`src/rtl/multicycle_control_if.sv`:
```
// Bundle of decoder, memory handshake and datapath control signals for multicycle_control.
// master: the control FSM (drives datapath controls, samples decoder flags and mem_ready).
// slave:  the datapath/memory side (drives instr, class flags, mem_ready; observes controls).
interface multicycle_control_if #(
    parameter int CNT_W = 32
);
    logic [31:0]      instr;
    logic             ALUreg, ALUimm, Branch, JAL, JALR, LUI, AUIPC, Load, Store, SYSTEM;
    logic             mem_ready;
    logic             mem_req;
    logic             MemRead, MemWrite, MemtoReg, ALUSrc, BranchSig, Jump;
    logic [1:0]       ALUOp;
    logic [2:0]       ImmSrc;
    logic             IRWrite, RegWrite, PCWrite;
    logic             halt, trap;
    logic [1:0]       trap_cause;
    logic [2:0]       state;
    logic [CNT_W-1:0] instret;

    modport master (
        input  instr, ALUreg, ALUimm, Branch, JAL, JALR, LUI, AUIPC, Load, Store, SYSTEM,
        input  mem_ready,
        output mem_req, MemRead, MemWrite, MemtoReg, ALUSrc, BranchSig, Jump,
        output ALUOp, ImmSrc, IRWrite, RegWrite, PCWrite,
        output halt, trap, trap_cause, state, instret
    );

    modport slave (
        output instr, ALUreg, ALUimm, Branch, JAL, JALR, LUI, AUIPC, Load, Store, SYSTEM,
        output mem_ready,
        input  mem_req, MemRead, MemWrite, MemtoReg, ALUSrc, BranchSig, Jump,
        input  ALUOp, ImmSrc, IRWrite, RegWrite, PCWrite,
        input  halt, trap, trap_cause, state, instret
    );
endinterface

```
`src/rtl/multicycle_control.sv`:
```
// Multicycle control FSM: FETCH/DECODE/EXEC/MEM/WB sequencing with HALT and TRAP sinks.
// Latency (zero wait): ALU/JAL/JALR/LUI/AUIPC 4, Load 5, Store 4, Branch 3 cycles per instruction.
// Waits in FETCH/MEM while mem_ready is low; TIMEOUT consecutive idle cycles trap (cause 10).
// Ports: clk, rst (synchronous, active-high), bus (multicycle_control_if.master).
module multicycle_control #(
    parameter int TIMEOUT = 16,
    parameter int CNT_W   = 32
) (
    input  logic                 clk,
    input  logic                 rst,
    multicycle_control_if.master bus
);
    typedef enum logic [2:0] {
        S_FETCH  = 3'd0,
        S_DECODE = 3'd1,
        S_EXEC   = 3'd2,
        S_MEM    = 3'd3,
        S_WB     = 3'd4,
        S_HALT   = 3'd5,
        S_TRAP   = 3'd6
    } state_e;

    typedef enum logic [3:0] {
        C_NONE, C_ALUREG, C_ALUIMM, C_BRANCH, C_JAL, C_JALR,
        C_LUI, C_AUIPC, C_LOAD, C_STORE, C_SYSTEM
    } cls_e;

    localparam logic [2:0] IMM_I = 3'b000;
    localparam logic [2:0] IMM_S = 3'b001;
    localparam logic [2:0] IMM_B = 3'b010;
    localparam logic [2:0] IMM_J = 3'b011;
    localparam logic [2:0] IMM_U = 3'b100;
    localparam logic [1:0] CAUSE_ILL = 2'b01;
    localparam logic [1:0] CAUSE_BUS = 2'b10;

    // The wait counter only ever holds 0..TIMEOUT-1: the idle cycle that would
    // reach TIMEOUT leaves the state instead, which clears the counter.
    localparam int               WCW       = (TIMEOUT < 2) ? 1 : $clog2(TIMEOUT);
    localparam logic [WCW-1:0]   WAIT_LAST = WCW'(TIMEOUT - 1);

    state_e           state_q, state_d;
    cls_e             cls_q, cls_d, dec_cls;
    logic [1:0]       cause_q, cause_d;
    logic [WCW-1:0]   cnt_q, cnt_d;
    logic [CNT_W-1:0] instret_q, instret_d;

    logic [9:0] flags;
    logic [2:0] funct3;
    logic       dec_legal;

    logic [1:0] ex_aluop;
    logic       ex_alusrc;
    logic [2:0] ex_imm;

    logic       mem_req_c, mem_read_c, mem_write_c, mem_to_reg_c, alu_src_c;
    logic       branch_c, jump_c, ir_write_c, reg_write_c, pc_write_c, halt_c, trap_c;
    logic [1:0] alu_op_c;
    logic [2:0] imm_src_c;

    assign flags  = {bus.SYSTEM, bus.Store, bus.Load, bus.AUIPC, bus.LUI,
                     bus.JALR, bus.JAL, bus.Branch, bus.ALUimm, bus.ALUreg};
    assign funct3 = bus.instr[14:12];

    // Only a single set flag names a class; anything else stays C_NONE (illegal).
    always_comb begin
        dec_cls = C_NONE;
        case (flags)
            10'b00_0000_0001: dec_cls = C_ALUREG;
            10'b00_0000_0010: dec_cls = C_ALUIMM;
            10'b00_0000_0100: dec_cls = C_BRANCH;
            10'b00_0000_1000: dec_cls = C_JAL;
            10'b00_0001_0000: dec_cls = C_JALR;
            10'b00_0010_0000: dec_cls = C_LUI;
            10'b00_0100_0000: dec_cls = C_AUIPC;
            10'b00_1000_0000: dec_cls = C_LOAD;
            10'b01_0000_0000: dec_cls = C_STORE;
            10'b10_0000_0000: dec_cls = C_SYSTEM;
            default:          dec_cls = C_NONE;
        endcase
        dec_legal = (dec_cls != C_NONE) && !((dec_cls == C_JALR) && (funct3 != 3'b000));
    end

    // ALU controls set up in EXEC and held through MEM for loads/stores.
    always_comb begin
        ex_aluop  = 2'b00;
        ex_alusrc = 1'b0;
        ex_imm    = IMM_I;
        case (cls_q)
            C_ALUREG: ex_aluop = 2'b10;
            C_ALUIMM: begin ex_aluop = 2'b10; ex_alusrc = 1'b1; ex_imm = IMM_I; end
            C_LOAD:   begin ex_alusrc = 1'b1; ex_imm = IMM_I; end
            C_STORE:  begin ex_alusrc = 1'b1; ex_imm = IMM_S; end
            C_BRANCH: begin ex_aluop = 2'b01; ex_imm = IMM_B; end
            C_JAL:    begin ex_alusrc = 1'b1; ex_imm = IMM_J; end
            C_JALR:   begin ex_alusrc = 1'b1; ex_imm = IMM_I; end
            C_LUI:    begin ex_aluop = 2'b11; ex_alusrc = 1'b1; ex_imm = IMM_U; end
            C_AUIPC:  begin ex_alusrc = 1'b1; ex_imm = IMM_U; end
            default:  ;
        endcase
    end

    always_comb begin
        state_d      = state_q;
        cls_d        = cls_q;
        cause_d      = cause_q;
        instret_d    = instret_q;
        cnt_d        = cnt_q;
        mem_req_c    = 1'b0;
        mem_read_c   = 1'b0;
        mem_write_c  = 1'b0;
        mem_to_reg_c = 1'b0;
        alu_src_c    = 1'b0;
        branch_c     = 1'b0;
        jump_c       = 1'b0;
        alu_op_c     = 2'b00;
        imm_src_c    = 3'b000;
        ir_write_c   = 1'b0;
        reg_write_c  = 1'b0;
        pc_write_c   = 1'b0;
        halt_c       = 1'b0;
        trap_c       = 1'b0;

        case (state_q)
            S_FETCH: begin
                mem_req_c  = 1'b1;
                mem_read_c = 1'b1;
                if (bus.mem_ready) begin
                    ir_write_c = 1'b1;
                    state_d    = S_DECODE;
                end else if (cnt_q == WAIT_LAST) begin
                    state_d = S_TRAP;
                    cause_d = CAUSE_BUS;
                end
            end
            S_DECODE: begin
                cls_d = dec_cls;
                if (!dec_legal) begin
                    state_d = S_TRAP;
                    cause_d = CAUSE_ILL;
                end else if (dec_cls == C_SYSTEM) begin
                    state_d = S_HALT;
                end else begin
                    state_d = S_EXEC;
                end
            end
            S_EXEC: begin
                alu_op_c  = ex_aluop;
                alu_src_c = ex_alusrc;
                imm_src_c = ex_imm;
                jump_c    = (cls_q == C_JAL) || (cls_q == C_JALR);
                if ((cls_q == C_LOAD) || (cls_q == C_STORE)) begin
                    state_d = S_MEM;
                end else if (cls_q == C_BRANCH) begin
                    branch_c   = 1'b1;
                    pc_write_c = 1'b1;
                    state_d    = S_FETCH;
                end else begin
                    state_d = S_WB;
                end
            end
            S_MEM: begin
                mem_req_c   = 1'b1;
                mem_read_c  = (cls_q == C_LOAD);
                mem_write_c = (cls_q == C_STORE);
                alu_op_c    = ex_aluop;
                alu_src_c   = ex_alusrc;
                imm_src_c   = ex_imm;
                if (bus.mem_ready) begin
                    if (cls_q == C_STORE) begin
                        pc_write_c = 1'b1;
                        state_d    = S_FETCH;
                    end else begin
                        state_d = S_WB;
                    end
                end else if (cnt_q == WAIT_LAST) begin
                    state_d = S_TRAP;
                    cause_d = CAUSE_BUS;
                end
            end
            S_WB: begin
                reg_write_c  = 1'b1;
                pc_write_c   = 1'b1;
                mem_to_reg_c = (cls_q == C_LOAD);
                jump_c       = (cls_q == C_JAL) || (cls_q == C_JALR);
                state_d      = S_FETCH;
            end
            S_HALT:  halt_c = 1'b1;
            S_TRAP:  trap_c = 1'b1;
            default: state_d = S_FETCH;
        endcase

        // Any state change is an entry into a fresh wait window.
        if (state_d != state_q) begin
            cnt_d = '0;
        end else if (mem_req_c && !bus.mem_ready) begin
            cnt_d = cnt_q + WCW'(1);
        end

        if (pc_write_c) begin
            instret_d = instret_q + CNT_W'(1);
        end
    end

    always_ff @(posedge clk) begin
        if (rst) begin
            state_q   <= S_FETCH;
            cls_q     <= C_NONE;
            cause_q   <= 2'b00;
            cnt_q     <= '0;
            instret_q <= '0;
        end else begin
            state_q   <= state_d;
            cls_q     <= cls_d;
            cause_q   <= cause_d;
            cnt_q     <= cnt_d;
            instret_q <= instret_d;
        end
    end

    // Controls are masked while rst is high so a pending memory write is
    // abandoned and no fetch is requested until rst has been released.
    assign bus.mem_req    = mem_req_c    & ~rst;
    assign bus.MemRead    = mem_read_c   & ~rst;
    assign bus.MemWrite   = mem_write_c  & ~rst;
    assign bus.MemtoReg   = mem_to_reg_c & ~rst;
    assign bus.ALUSrc     = alu_src_c    & ~rst;
    assign bus.BranchSig  = branch_c     & ~rst;
    assign bus.Jump       = jump_c       & ~rst;
    assign bus.ALUOp      = rst ? 2'b00 : alu_op_c;
    assign bus.ImmSrc     = rst ? 3'b000 : imm_src_c;
    assign bus.IRWrite    = ir_write_c   & ~rst;
    assign bus.RegWrite   = reg_write_c  & ~rst;
    assign bus.PCWrite    = pc_write_c   & ~rst;
    assign bus.halt       = halt_c       & ~rst;
    assign bus.trap       = trap_c       & ~rst;
    assign bus.trap_cause = cause_q;
    assign bus.state      = state_q;
    assign bus.instret    = instret_q;
endmodule

```
`src/flat_wrapper.sv`:
```
// flat-port wrapper written by rule: the top's interface ports become plain ports
module multicycle_control_flat 
#(
    parameter int TIMEOUT = 16,
    parameter int CNT_W   = 32
)
  (clk, rst, bus_instr, bus_ALUreg, bus_ALUimm, bus_Branch, bus_JAL, bus_JALR, bus_LUI, bus_AUIPC, bus_Load, bus_Store, bus_SYSTEM, bus_mem_ready, bus_mem_req, bus_MemRead, bus_MemWrite, bus_MemtoReg, bus_ALUSrc, bus_BranchSig, bus_Jump, bus_ALUOp, bus_ImmSrc, bus_IRWrite, bus_RegWrite, bus_PCWrite, bus_halt, bus_trap, bus_trap_cause, bus_state, bus_instret);
  multicycle_control_if #(.CNT_W(CNT_W)) bus_i ();
  input  logic clk;
  input  logic rst;
  input wire logic [$bits(bus_i.instr)-1:0] bus_instr;
  input wire logic [$bits(bus_i.ALUreg)-1:0] bus_ALUreg;
  input wire logic [$bits(bus_i.ALUimm)-1:0] bus_ALUimm;
  input wire logic [$bits(bus_i.Branch)-1:0] bus_Branch;
  input wire logic [$bits(bus_i.JAL)-1:0] bus_JAL;
  input wire logic [$bits(bus_i.JALR)-1:0] bus_JALR;
  input wire logic [$bits(bus_i.LUI)-1:0] bus_LUI;
  input wire logic [$bits(bus_i.AUIPC)-1:0] bus_AUIPC;
  input wire logic [$bits(bus_i.Load)-1:0] bus_Load;
  input wire logic [$bits(bus_i.Store)-1:0] bus_Store;
  input wire logic [$bits(bus_i.SYSTEM)-1:0] bus_SYSTEM;
  input wire logic [$bits(bus_i.mem_ready)-1:0] bus_mem_ready;
  output wire logic [$bits(bus_i.mem_req)-1:0] bus_mem_req;
  output wire logic [$bits(bus_i.MemRead)-1:0] bus_MemRead;
  output wire logic [$bits(bus_i.MemWrite)-1:0] bus_MemWrite;
  output wire logic [$bits(bus_i.MemtoReg)-1:0] bus_MemtoReg;
  output wire logic [$bits(bus_i.ALUSrc)-1:0] bus_ALUSrc;
  output wire logic [$bits(bus_i.BranchSig)-1:0] bus_BranchSig;
  output wire logic [$bits(bus_i.Jump)-1:0] bus_Jump;
  output wire logic [$bits(bus_i.ALUOp)-1:0] bus_ALUOp;
  output wire logic [$bits(bus_i.ImmSrc)-1:0] bus_ImmSrc;
  output wire logic [$bits(bus_i.IRWrite)-1:0] bus_IRWrite;
  output wire logic [$bits(bus_i.RegWrite)-1:0] bus_RegWrite;
  output wire logic [$bits(bus_i.PCWrite)-1:0] bus_PCWrite;
  output wire logic [$bits(bus_i.halt)-1:0] bus_halt;
  output wire logic [$bits(bus_i.trap)-1:0] bus_trap;
  output wire logic [$bits(bus_i.trap_cause)-1:0] bus_trap_cause;
  output wire logic [$bits(bus_i.state)-1:0] bus_state;
  output wire logic [$bits(bus_i.instret)-1:0] bus_instret;
  assign bus_i.instr = bus_instr;
  assign bus_i.ALUreg = bus_ALUreg;
  assign bus_i.ALUimm = bus_ALUimm;
  assign bus_i.Branch = bus_Branch;
  assign bus_i.JAL = bus_JAL;
  assign bus_i.JALR = bus_JALR;
  assign bus_i.LUI = bus_LUI;
  assign bus_i.AUIPC = bus_AUIPC;
  assign bus_i.Load = bus_Load;
  assign bus_i.Store = bus_Store;
  assign bus_i.SYSTEM = bus_SYSTEM;
  assign bus_i.mem_ready = bus_mem_ready;
  assign bus_mem_req = bus_i.mem_req;
  assign bus_MemRead = bus_i.MemRead;
  assign bus_MemWrite = bus_i.MemWrite;
  assign bus_MemtoReg = bus_i.MemtoReg;
  assign bus_ALUSrc = bus_i.ALUSrc;
  assign bus_BranchSig = bus_i.BranchSig;
  assign bus_Jump = bus_i.Jump;
  assign bus_ALUOp = bus_i.ALUOp;
  assign bus_ImmSrc = bus_i.ImmSrc;
  assign bus_IRWrite = bus_i.IRWrite;
  assign bus_RegWrite = bus_i.RegWrite;
  assign bus_PCWrite = bus_i.PCWrite;
  assign bus_halt = bus_i.halt;
  assign bus_trap = bus_i.trap;
  assign bus_trap_cause = bus_i.trap_cause;
  assign bus_state = bus_i.state;
  assign bus_instret = bus_i.instret;
  multicycle_control #(.TIMEOUT(TIMEOUT), .CNT_W(CNT_W)) u_core (.clk(clk), .rst(rst), .bus(bus_i));
endmodule
```
`config.mk`:
```
export PLATFORM = sky130hd
export DESIGN_NAME = multicycle_control_flat
export DESIGN_NICKNAME = d
export VERILOG_FILES = /design/src/rtl/multicycle_control_if.sv /design/src/rtl/multicycle_control.sv /design/src/flat_wrapper.sv
export SDC_FILE = /design/constraint.sdc
export NUM_CORES = 1
export LEC_CHECK = 0
export ABC_AREA = 1
export BUFFER_PORTS_ARGS = -buffer_cell sky130_fd_sc_hd__buf_2
export CAP_MARGIN = 10
export CORE_ASPECT_RATIO = 1.2
export CORE_MARGIN = 2
export CORE_UTILIZATION = 55
export DETAILED_ROUTE_END_ITERATION = 16
export PLACE_DENSITY = 0.86
export SYNTH_ARGS = -nofsm -noshare
export SYNTH_HDL_FRONTEND = slang
export SYNTH_SLANG_ARGS = --single-unit
```
`constraint.sdc`:
```
create_clock -name clk -period 2.52 [get_ports clk]
set_input_delay 0.504 -clock clk [delete_from_list [all_inputs] [get_ports clk]]
set_output_delay 0.504 -clock clk [all_outputs]
set_load 0.02 [all_outputs]
```
# ---- After elaboration in Yosys (flattened, before gate mapping)
# Cells that the tools add are included.
dict set report totals {
  regBits 45
  inputBits 45
}
dict set report classes {
  n_reduce_logical 20
  eq_ne 32
  bitwise_logic 13
  add_sub_neg 2
  n_mux 38
}
# cell count
set ops {}
lappend ops {{4-bit case mux with 10 select lines} 1}
lappend ops {{32-bit by 1-bit adder with 32-bit output, second input constant} 1}
lappend ops {{3-bit 2-to-1 mux} 10}
lappend ops {{4-bit by 3-bit equality test with 1-bit output, second input constant} 5}
lappend ops {{4-bit equality test, second input constant} 4}
lappend ops {{1-bit 2-to-1 mux} 16}
lappend ops {{3-bit case mux with 5 select lines} 1}
lappend ops {{2-bit OR reduction} 7}
lappend ops {{1-bit AND} 12}
lappend ops {{3-bit case mux with 4 select lines} 1}
lappend ops {{10-bit by 1-bit equality test with 1-bit output, second input constant} 1}
lappend ops {{10-bit equality test, second input constant} 1}
lappend ops {{10-bit by 2-bit equality test with 1-bit output, second input constant} 1}
lappend ops {{10-bit by 3-bit equality test with 1-bit output, second input constant} 1}
lappend ops {{10-bit by 4-bit equality test with 1-bit output, second input constant} 1}
lappend ops {{10-bit by 5-bit equality test with 1-bit output, second input constant} 1}
lappend ops {{10-bit by 6-bit equality test with 1-bit output, second input constant} 1}
lappend ops {{10-bit by 7-bit equality test with 1-bit output, second input constant} 1}
lappend ops {{10-bit by 8-bit equality test with 1-bit output, second input constant} 1}
lappend ops {{10-bit by 9-bit equality test with 1-bit output, second input constant} 1}
lappend ops {{2-bit 2-to-1 mux} 5}
lappend ops {{3-bit equality test, second input constant} 3}
lappend ops {{4-bit by 2-bit equality test with 1-bit output, second input constant} 2}
lappend ops {{7-bit OR reduction} 1}
lappend ops {{20 further kinds} 26}

# ---- Logic depth before layout (Yosys ltp)
dict set report logic_depth {
  ltp_word 10
  mapped_depth 13
}

# ---- Least setup slack after synthesis
# OpenSTA, ideal clock, no wires.
dict set report synth_path {
  path_kind {flip-flop to output port}
  startpoint {register u_core.state_q[2] (netlist: u_core.bus.state[2])}
  endpoint {output bus_Jump}
  stages_incl_launch_ff 5
  arrival_time_ns 2.025
  n_path_buf 0
  required_time_ns 2.016
  path_slack_ns -0.009
  path_cell_list {dfxtp_1 > inv_2 > nor2_1 > inv_1 > a2111oi_0}
}
dict set report synth_via {
  elab_chain_cells 4
  word_cells_on_any_way 5
  cone_classes {eq/ne: 2; mux: 1; bitwise: 1; reduce/logical: 1}
}
# item line
set synth_lines {}
lappend synth_lines {{from (decl)} multicycle_control.sv:41} ;# state_e state_q, state_d;
lappend synth_lines {{from (signal assigned)} multicycle_control.sv:212} ;# state_q <= state_d;
lappend synth_lines {{3-bit equality test / 3-bit by 2-bit equality test with 1-bit output (equally long branches)} multicycle_control.sv:123} ;# case (state_q)
lappend synth_lines {{2-bit OR reduction (no source line) *} n/a}
lappend synth_lines {{1-bit 2-to-1 mux *} n/a}
lappend synth_lines {{1-bit AND *} multicycle_control.sv:228} ;# assign bus.Jump = jump_c & ~rst;
lappend synth_lines {{to (decl)} flat_wrapper.sv:29} ;# output wire logic [$bits(bus_i.Jump)-1:0] bus_Jump;
# Every way passes the cells marked *; elsewhere a longest branch is shown, timed or not.

# ---- Worst setup path after layout
# Ends and elaborated chain as after synthesis.

==> results.md <==
- Outcome: finished, final reports clean
- Syn. warnings: 0
- R2r startpoint: u_core.bus.instret[0]
- PD cells: 466 nW/um2
- Hold WC Path Type: flop to flop
- Clock Path Buffers: 2
- IO Count: 99
- Sequential area share after synthesis: 0.292
- Fraction of layout cells with a size suffix above 1: 0.215
- Fmax: 0.443 GHz
- FF+latch count, synth: 45
- Final Util: 0.669
- 1st-iter DRT viols: between 200 and 250
- Average size of a mapped cell: 6.24 um2
- P_leak: about 1.6 nW
- Die Wd: 72.3 um
- First-pass GRT wire length: 13100 um
- Core Area: 5330 um2
- Worst VDD drop: 0.332 mV
- H-tree depth: 2
- # hold bufs at CTS: 0
- Antenna cells: 0
- RSZ-0062 raised after global routing: no
- TritonCTS Buffers: 5
- Worst-path fanout max: 6
- Hold Crit Start: u_core.bus.trap_cause[1]
- Number of global-route vias before repair: roughly 3100
- Remaining DRCs: 0
- Worst-Margin Slew: 0.446 ns
- Die area: about 6200 um2
- Final instance area: 3570 um2
- Gpl congestion: just over 0.9
- Hold endpoint: u_core.bus.trap_cause[1]
- DP HPWL: 6070 um
- Yosys cell types: 42
- Max-slew violation count: 0
- TritonRoute pass-1 iters: 4
- Reg2reg end: u_core.bus.instret[28]
- Top_reg_cell synth: dfxtp_1
- Syn nets: 541
- Initial antenna violation count: 0
- Req. time, crit path: slightly above 2 ns
- Arr. time, crit path: 1.75 ns
- Synthesized instance count: 494
- Fin crit share: 0.896
- Reg2Reg Depth: 11
- Final layout net count: 610
- R2R setup slack: approximately 0.62 ns
- Hold path cells: 2
- Chip height: roughly 86 um
- Placed Area: 3480 um2
- Worst-path cell chain: inv_2 -> nor2_1 -> inv_1 -> a2111oi_1 -> buf_2
- Commonest non-fill, non-tap cell in the layout: nand2_1
- Final WL: ~7800 um
- Rows: 29
- DRT antenna net count: 0
- Postcts setup bufs: 0
- Final setup skew: 0.00700 ns
- Fill count: 497
- CP max stage cell: dfxtp_1
- CTS tree: yes
- CP delay by family, top: flip-flops
- Tot Pwr: about 1.7 mW
- Root buffer cell: clkbuf_8
- Setup_tns: 0 ns
- Nature of the critical path endpoint: output port
- CP bufs+invs: 3
- Clk Latency, worst-skew pair: 0.30 ns
- Mapped cell area: 3080 um2
- CTS clk-pin slew, worst paths: approximately 0.090 ns
- Fin. Hold Viols: 0
- Max stage delay on crit path: 0.50 ns
- Largest net degree at the start of global routing: 29
- Resized cells post-CTS: 0
- Post-synth ARST share: 0
- Max-Cap Viols: 0
- CTS Sinks: 45
- Vias: 3408
- Wire length per cell: 12.4 um
- Remaining Overflow, GRT: 0
- Min Tclk post-route: roughly 2.3 ns
- Overall Global Routing Usage: 0.260
- DR vias/cell: 5.44
- Synth-to-layout area growth: 15.8%
- Crit start category: flop
- PortBufs: 69
- CP startpoint: u_core.bus.state[2]
- CP Class: flop to output port
- Initial Utilization: 0.578
- Max_slew headroom: 0.699
- Number of flops mapped to enable cells by yosys: 0
- # setup viols final: 0
- Most frequent cells in the layout: 125 x nand2_1, 74 x nor2_1, 69 x buf_2, 54 x inv_1, 45 x dfxtp_1
## logic make-up (layout without fill, tap and decap cells)
group           count (synthesis)  count (layout)  share of synthesized area
compound gates                 60              60                      0.114
buf+inv                        81             151                      0.104
flops                          45              45                      0.292
mux                             1               1                    0.00325
xor+xnor                       21              21                     0.0597
simple gates                  284             284                      0.419
fa+ha+maj                       2               2                    0.00812
## through the flow
stage | cells | hold WS, ns | setup WS (ns)
after floorplan | 494 | 0.506 | 0.251
after global placement | 618 | 0.452 | 0.554
after detailed placement | 618 | 0.467 | 0.522
after CTS | 626 | 0.481 | 0.259
after global routing | 626 | 0.501 | 0.0810
final | 626 | 0.474 | 0.262
## cell usage after synthesis (2+ instances only)
library cell  number  area share
buf_2              4      0.0065
a21oi_1           36       0.058
inv_2             15       0.018
ha_1               2      0.0081
nand4_1           13       0.026
o21ai_0            6      0.0097
nor3_1            23       0.037
clkbuf_1           5      0.0061
dfxtp_1           45        0.29
o21ai_1            4      0.0065
xor2_1            15       0.043
nand3_2            3      0.0097
nand3_1           17       0.028
inv_1             54       0.066
nand2_2            6       0.012
o31ai_1            3      0.0073
nor2_1            74       0.090
nand2_1          125        0.15
nor4_1             8       0.016
nor2_2             5       0.010
xnor2_1            6       0.017
nor2_4             3       0.011
nor3_2             3      0.0097
## power breakdown
group          switching (mW)  internal, mW  total [mW]
combinational           0.284         0.130       0.414
clock                   0.267         0.197       0.465
sequential             0.0417         0.742       0.784
## area by class of cell
cell class / count / area (um2) / share of cell area
tap: 62 / 77.6 / 0.0217
clock inverter: 3 / 21.3 / 0.00596
multi-input combinational: 368 / 1860 / 0.522
timing repair buffer: 73 / 375 / 0.105
sequential: 45 / 901 / 0.253
clock buffer: 5 / 68.8 / 0.0193
inverter: 70 / 263 / 0.0737
## layer usage
layer | vias to the layer above | global-route usage | part of all wire
met5 | - | 0 | 0
met4 | 0 | 0.110 | 0.029
met3 | 25 | 0.0376 | 0.055
met2 | 122 | 0.467 | 0.50
met1 | 1531 | 0.304 | 0.42
li1 | 1730 | - | -
## state kept, by name, summed over array words and instances, names as in the netlist
register	flops
u_core.bus.instret	32
u_core.cls_q	4
u_core.bus.state	3
u_core.cnt_q	4
u_core.bus.trap_cause	2
## how the worst max path moves through the flow
stage,endpoint,cells after the start
2_1_floorplan,bus_Jump,4
3_3_place_gp,u_core.cnt_q[0],14
3_5_place_dp,u_core.cnt_q[1],12
4_1_cts,bus_Jump,6
5_1_grt,bus_PCWrite,9
6_report,bus_Jump,5
## worst register-to-register path, cell delays in order, from the launching register on
cell and delay (ns):
dfxtp_1 0.44, ha_1 0.23, inv_1 0.09, nor2_1 0.14
inv_2 0.05, nor2_1 0.14, inv_2 0.06, nor3_2 0.21
nand3_4 0.14, nor3_2 0.12, nor2_1 0.05, nor3_1 0.15
Note: power is estimated with default switching activity, not from simulation.
